### config.mk
export PLATFORM = sky130hd
export DESIGN_NAME = mem_stage
export DESIGN_NICKNAME = d
export VERILOG_FILES = /design/src/rtl/mem_stage.sv
export SDC_FILE = /design/constraint.sdc
export NUM_CORES = 1
export LEC_CHECK = 0
export ABC_AREA = 1
export BUFFER_PORTS_ARGS = -buffer_cell sky130_fd_sc_hd__buf_2
export CAP_MARGIN = 40
export CORE_AREA = 2 2 483 485
export CTS_BUF_LIST = sky130_fd_sc_hd__clkbuf_2 sky130_fd_sc_hd__clkbuf_4 sky130_fd_sc_hd__clkbuf_8
export DETAILED_ROUTE_END_ITERATION = 16
export DIE_AREA = 0 0 485 487
export PLACE_DENSITY_LB_ADDON = 0.1
export SYNTH_ARGS = -nofsm -noshare
export SYNTH_HDL_FRONTEND = slang
export SYNTH_SLANG_ARGS = --single-unit
### constraint.sdc
create_clock -name clk -period 4.28 [get_ports clk]
set_input_delay 0.642 -clock clk [delete_from_list [all_inputs] [get_ports clk]]
set_output_delay 0.642 -clock clk [all_outputs]
set_load 0.005 [all_outputs]
### src/rtl/mem_stage.sv
// mem_stage: RV64 memory stage (bus handshake, lane alignment, load extension, misalignment traps).
// Optional MEM_MMIO_SKIP_EN registers out_skip for completed accesses below 0x8000_0000.
package mem_pkg;
    typedef enum logic [2:0] {MSIZE1 = 3'd0, MSIZE2 = 3'd1, MSIZE4 = 3'd2, MSIZE8 = 3'd3} msize_t;
    typedef struct packed {
        logic   regwrite;
        logic   memread;
        logic   memwrite;
        msize_t msize;
        logic   mem_unsigned;
    } control_t;
    typedef struct packed {
        logic        enable;
        logic [63:0] mcause;
        logic [63:0] mtval;
        logic [63:0] mepc;
    } excep_t;
    typedef struct packed {
        logic        valid;
        logic [63:0] pc;
        logic [31:0] raw_instr;
        control_t    ctl;
        logic [4:0]  dst;
        logic [63:0] aluout;
        logic [63:0] memwd;
        logic [11:0] csraddr;
        logic [63:0] csrdata;
        excep_t      excep;
        logic [1:0]  priviledgeMode;
    } execute_data_t;
    typedef struct packed {
        logic        valid;
        logic [63:0] pc;
        logic [31:0] raw_instr;
        control_t    ctl;
        logic [4:0]  dst;
        logic [63:0] writedata;
        logic [63:0] memaddr;
        logic [11:0] csraddr;
        logic [63:0] csrdata;
        excep_t      excep;
        logic [1:0]  priviledgeMode;
    } memory_data_t;
endpackage

module mem_stage import mem_pkg::*; #(
    parameter int ADDR_W = 64,
    parameter int DATA_W = 64
) (
    input  logic              clk,
    input  logic              reset,
    input  execute_data_t     in_data,
    input  logic              flush,
    output logic              mem_stall,
    output logic              dreq_valid,
    output logic [ADDR_W-1:0] dreq_addr,
    output logic [2:0]        dreq_size,
    output logic [7:0]        dreq_strobe,
    output logic [DATA_W-1:0] dreq_data,
    input  logic              dresp_addr_ok,
    input  logic              dresp_data_ok,
    input  logic [DATA_W-1:0] dresp_data,
    output memory_data_t      out_data,
    output logic              out_skip
);
    typedef enum logic [1:0] {IDLE, REQ, DATA} state_t;
    state_t       state_q, state_d;
    logic         killed_q, killed_d;
    memory_data_t out_q, out_d;
    logic [2:0]   off;
    logic [5:0]   sh;
    logic [7:0]   strb;
    logic [63:0]  shifted, load_val;
    logic         is_mem, aligned, mem_op, misaligned, active, accept, done, drop;

    always_comb begin
        off = in_data.aluout[2:0];
        sh = {off, 3'b000};
        is_mem = in_data.valid & (in_data.ctl.memread | in_data.ctl.memwrite) & !in_data.excep.enable;
        aligned = in_data.ctl.msize == MSIZE8 ? off == 3'd0 :
                  in_data.ctl.msize == MSIZE4 ? off[1:0] == 2'd0 :
                  in_data.ctl.msize == MSIZE2 ? !off[0] : 1'b1;
        mem_op = is_mem & aligned;
        misaligned = is_mem & !aligned;
        // an access is live while outside IDLE, or in IDLE the cycle a memory op arrives
        active = (state_q != IDLE) | mem_op;
        accept = (state_q == DATA) | dresp_addr_ok;
        done = active & accept & dresp_data_ok;
        drop = active & (state_q != DATA) & flush & !dresp_addr_ok;
        mem_stall = active & !done & !drop;
        dreq_valid = ((state_q == IDLE) & mem_op) | (state_q == REQ);
        dreq_addr = in_data.aluout[ADDR_W-1:0];
        dreq_size = in_data.ctl.msize;
        strb = in_data.ctl.msize == MSIZE8 ? 8'hFF : in_data.ctl.msize == MSIZE4 ? 8'h0F :
               in_data.ctl.msize == MSIZE2 ? 8'h03 : 8'h01;
        dreq_strobe = in_data.ctl.memwrite ? strb << off : 8'h00;
        dreq_data = in_data.memwd << sh;
        shifted = dresp_data >> sh;
        load_val = in_data.ctl.msize == MSIZE8 ? shifted :
                   in_data.ctl.msize == MSIZE4 ? {{32{!in_data.ctl.mem_unsigned & shifted[31]}}, shifted[31:0]} :
                   in_data.ctl.msize == MSIZE2 ? {{48{!in_data.ctl.mem_unsigned & shifted[15]}}, shifted[15:0]} :
                   {{56{!in_data.ctl.mem_unsigned & shifted[7]}}, shifted[7:0]};
        state_d = (done | drop) ? IDLE : (active & accept) ? DATA : active ? REQ : IDLE;
        killed_d = (done | drop) ? 1'b0 : killed_q | (active & flush);
        out_d.valid = done ? !killed_q & !flush : !active & in_data.valid & !flush;
        out_d.pc = in_data.pc;
        out_d.raw_instr = in_data.raw_instr;
        out_d.ctl = in_data.ctl;
        out_d.dst = in_data.dst;
        out_d.writedata = done ? (in_data.ctl.memwrite ? 64'd0 : load_val) : in_data.aluout;
        out_d.memaddr = in_data.aluout;
        out_d.csraddr = in_data.csraddr;
        out_d.csrdata = in_data.csrdata;
        out_d.excep = in_data.excep;
        out_d.priviledgeMode = in_data.priviledgeMode;
        if (misaligned) begin
            out_d.excep.enable = 1'b1;
            out_d.excep.mcause = in_data.ctl.memwrite ? 64'd6 : 64'd4;
            out_d.excep.mtval = in_data.aluout;
            out_d.excep.mepc = in_data.pc;
            out_d.ctl.regwrite = 1'b0;
        end
    end

    always_ff @(posedge clk) begin
        if (reset) begin
            state_q <= IDLE;
            killed_q <= 1'b0;
            out_q <= '0;
        end else begin
            state_q <= state_d;
            killed_q <= killed_d;
            out_q <= out_d;
        end
    end

    assign out_data = out_q;

`ifdef MEM_MMIO_SKIP_EN
    logic skip_q, skip_d;
    assign skip_d = done & !killed_q & !flush & !in_data.aluout[31];
    always_ff @(posedge clk) begin
        if (reset) skip_q <= 1'b0;
        else skip_q <= skip_d;
    end
    assign out_skip = skip_q;
`else
    assign out_skip = 1'b0;
`endif
endmodule

==> impl_metrics.json <==
{
  "die_y_um": 487,
  "multi_input_comb_area_um2": 7190,
  "worst_clock_skew_ps": 57.5,
  "cp-end-kind": "primary output",
  "routedWlPerCell_um": 22.3,
  "period_minus_slack_ps": 3520,
  "tightest_slew_ps": 939,
  "grt_max_degree": 130,
  "fin_setup_tns_ps": 0,
  "synthArstFlopShare_pct": 0,
  "layout-drive-gt1-share_pct": 34.7,
  "area_growth_pct": 78.5,
  "hpwl_mm": 135,
  "setup_viol": 0,
  "start_kind": "input port",
  "drv_cap": 0,
  "viasPerCell": 3.20,
  "vias": 24100,
  "p_leak_uw": 0.0190,
  "worstPathRequired_ps": 3640,
  "synthCells": 2801,
  "crit_chain": "dlygate4sd3_1 > buf_2 > inv_1 > nand4_1 > nand2_2 > nand2_2 > nand2_2 > nand2_4 > nand3_4 > inv_4 > nor2_1 > buf_2",
  "synth_edf_count": 0,
  "postLayoutCellArea_um2": 36900,
  "cts_resized": 0,
  "gp_congestion": 0.805,
  "cts-root-buf": "clkbuf_8",
  "power.switching_uw": 4360,
  "grt.total_usage_pct": 13.7,
  "crit_fanout": 6,
  "cts.htree.levels": 3,
  "grt_pass1_wl_mm": 222,
  "cp_slowest_cell": "dlygate4sd3_1",
  "initial_utilization_pct": 8.93,
  "finalCritPeriodShare_pct": 82.3,
  "yosysTopAreaCell": "dfxtp_1",
  "p_seq_share_pct": 35.8,
  "cts_made_buffers": 116,
  "placed_area_um2": 29700,
  "synth_nets": 3378,
  "clock.fmax_mhz": 284,
  "io-pin-count": 1227,
  "finalMaxSlewViolations": 0,
  "rsz0062_at_grt": "no",
  "synthTopCellsByArea": "dfxtp_1, inv_1, nand2_1, nor2_1, nand3_1",
  "fin_total_pwr_uw": 14300,
  "dr.pass1.iters": 7,
  "register_area_um2": 10200,
  "cts_setup_buffers": 0,
  "ys_types": 36,
  "detail-route-antenna-nets": 0,
  "coreArea_um2": 231000,
  "peakVddDrop_v": 0.000200,
  "overflow": 0,
  "clkPwrFrac_pct": 46.9,
  "drt-total-wl_mm": 168,
  "comb_power_share_pct": 17.2,
  "path_common_cell": "nand2_2",
  "drtIter0Drc": 934,
  "p_int_uw": 9970,
  "yosys_warnings": 0,
  "slowest_delay_ps": 530,
  "cts_tree": "yes",
  "ys_seq_elements": 511,
  "path_buf_inv": 5,
  "cts_hold_buf": 436,
  "final_net_count": 4951,
  "syn_area_um2": 20700,
  "netlist.area_leader.share_pct": 49.5,
  "io_buffers": 1225,
  "hold_viol": 0,
  "clkTransAtPathRegs_ps": 60,
  "core.rowCount": 177,
  "clock_latency_ps": 900,
  "dieWidth_um": 485,
  "place_inst": 6863,
  "yosysSeqAreaShare_pct": 49.5,
  "power.density_nw_per_um2": 388,
  "drc": 0,
  "hold_class": "input port to flip-flop",
  "cp.arrival_ps": 2880,
  "clk_path_buf_depth": 3,
  "synth_ff_type": "dfxtp_1",
  "fill_cells": 26900,
  "final_cells": 7538,
  "clock-sinks": 511,
  "crit_family": "simple AND/OR/NAND/NOR gates",
  "sw_frac_of_total_pct": 30.4,
  "antenna_found_initial": 78,
  "outcome": "finished, final reports clean",
  "syn_area_per_cell_um2": 7.38,
  "slew_headroom_pct": 37.4,
  "grt_pass1_vias": 25200,
  "crit_type": "input port to primary output",
  "die-area_um2": 236000
}
[cell families after synthesis]
logic type | share of synthesized area (%)
flops | 49.5
compound gates | 12.1
other cells | 0.0181
simple gates | 21.4
mux | 1.21
buf+inv | 15.8
[routing by layer]
layer	global-route usage (%)	vias to the layer above	share of wire (%)
met2	23.2	960	47
met5	0	-	0.19
met1	16.3	11100	42
met3	4.51	272	7.4
met4	4.14	52	2.9
li1	-	11700	-
[cells in the final DEF, fill, tap and decap left out, drive strengths merged, types with 183 or more instances in the layout]
cell            n
nand3         199
a21oi         205
dfxtp         511
dlygate4sd3   436
nand2         460
o21ai         201
buf          1272
inv           491
clkbuf        183
nor2          383
[worst register-to-register path, stage by stage (launching register included)]
cell and delay (ps):
dfxtp_1 320, inv_1 50, a21oi_1 220, inv_1 130, nand3_4 130, buf_4 460, nand2_1 180, nand2_1 120
a21oi_2 40
[per-stage QoR]
stage	util (%)	hold WS [ps]	setup slack (ps)
after global placement	12.8	508	839
after floorplan	-	446	1790
final	15.9	143	756
after CTS	15.9	0.0199	613
after global routing	15.9	37.3	564
after detailed placement	12.8	512	814
[registers in the layout, indices dropped and copies added, names as in the netlist]
name      flops
out_data    508
killed_q      1
state_q       2
[synthesized netlist by cell type, types with 2 or more instances]
master and number:
buf_2 60, a31oi_1 3, nor2_4 2, inv_2 4, nand2_2 5, buf_4 82
nand2_1 454, nand4_1 17, nand3_2 2, or2_2 9, a211oi_1 4, o21ai_1 26
a21oi_1 176, buf_1 15, inv_1 484, o31ai_2 3, nand3_1 196, nor2_1 380
a21oi_2 29, a22oi_1 22, mux2i_1 25, nor3_1 2, o211ai_1 6, buf_6 14
clkbuf_1 82, o31ai_1 5, o21ai_0 175, dfxtp_1 511
[worst paths after layout]
| kind | from | endpoint | slack [ps] | depth (start not counted) |
|---|---|---|---|---|
| min | in_data[398] | out_data[334]$_SDFF_PP0_ | 140 | 3 |
| min reg2reg | killed_q$_SDFF_PP0_ | killed_q$_SDFF_PP0_ | 530 | 2 |
| max reg2reg | state_q[0]$_SDFF_PP0_ | out_data[396]$_SDFF_PP0_ | 2480 | 8 |
| max | in_data[407] | mem_stall | 760 | 12 |
[power by group through the flow]
| stage | Sequential (uW) | Combinational (uW) | Clock, uW |
|---|---|---|---|
| 2_1_floorplan | 5260 | 802 | 0 |
| 3_3_place_gp | 5240 | 2250 | 0 |
| 3_5_place_dp | 5240 | 2230 | 0 |
| 4_1_cts | 5140 | 2590 | 7160 |
| 5_1_grt | 5160 | 2740 | 7350 |
| 6_report | 5130 | 2470 | 6720 |
[final cells by class]
class                      count  area share (%)
clock inverter                32            1.18
clock buffer                 183            6.25
multi-input combinational   1549            19.5
sequential                   511            27.7
tap                         3043            10.3
inverter                     488            5.01
timing repair buffer        1708            29.9
antenna                       24           0.163
Power figures use the tool's default switching activity.
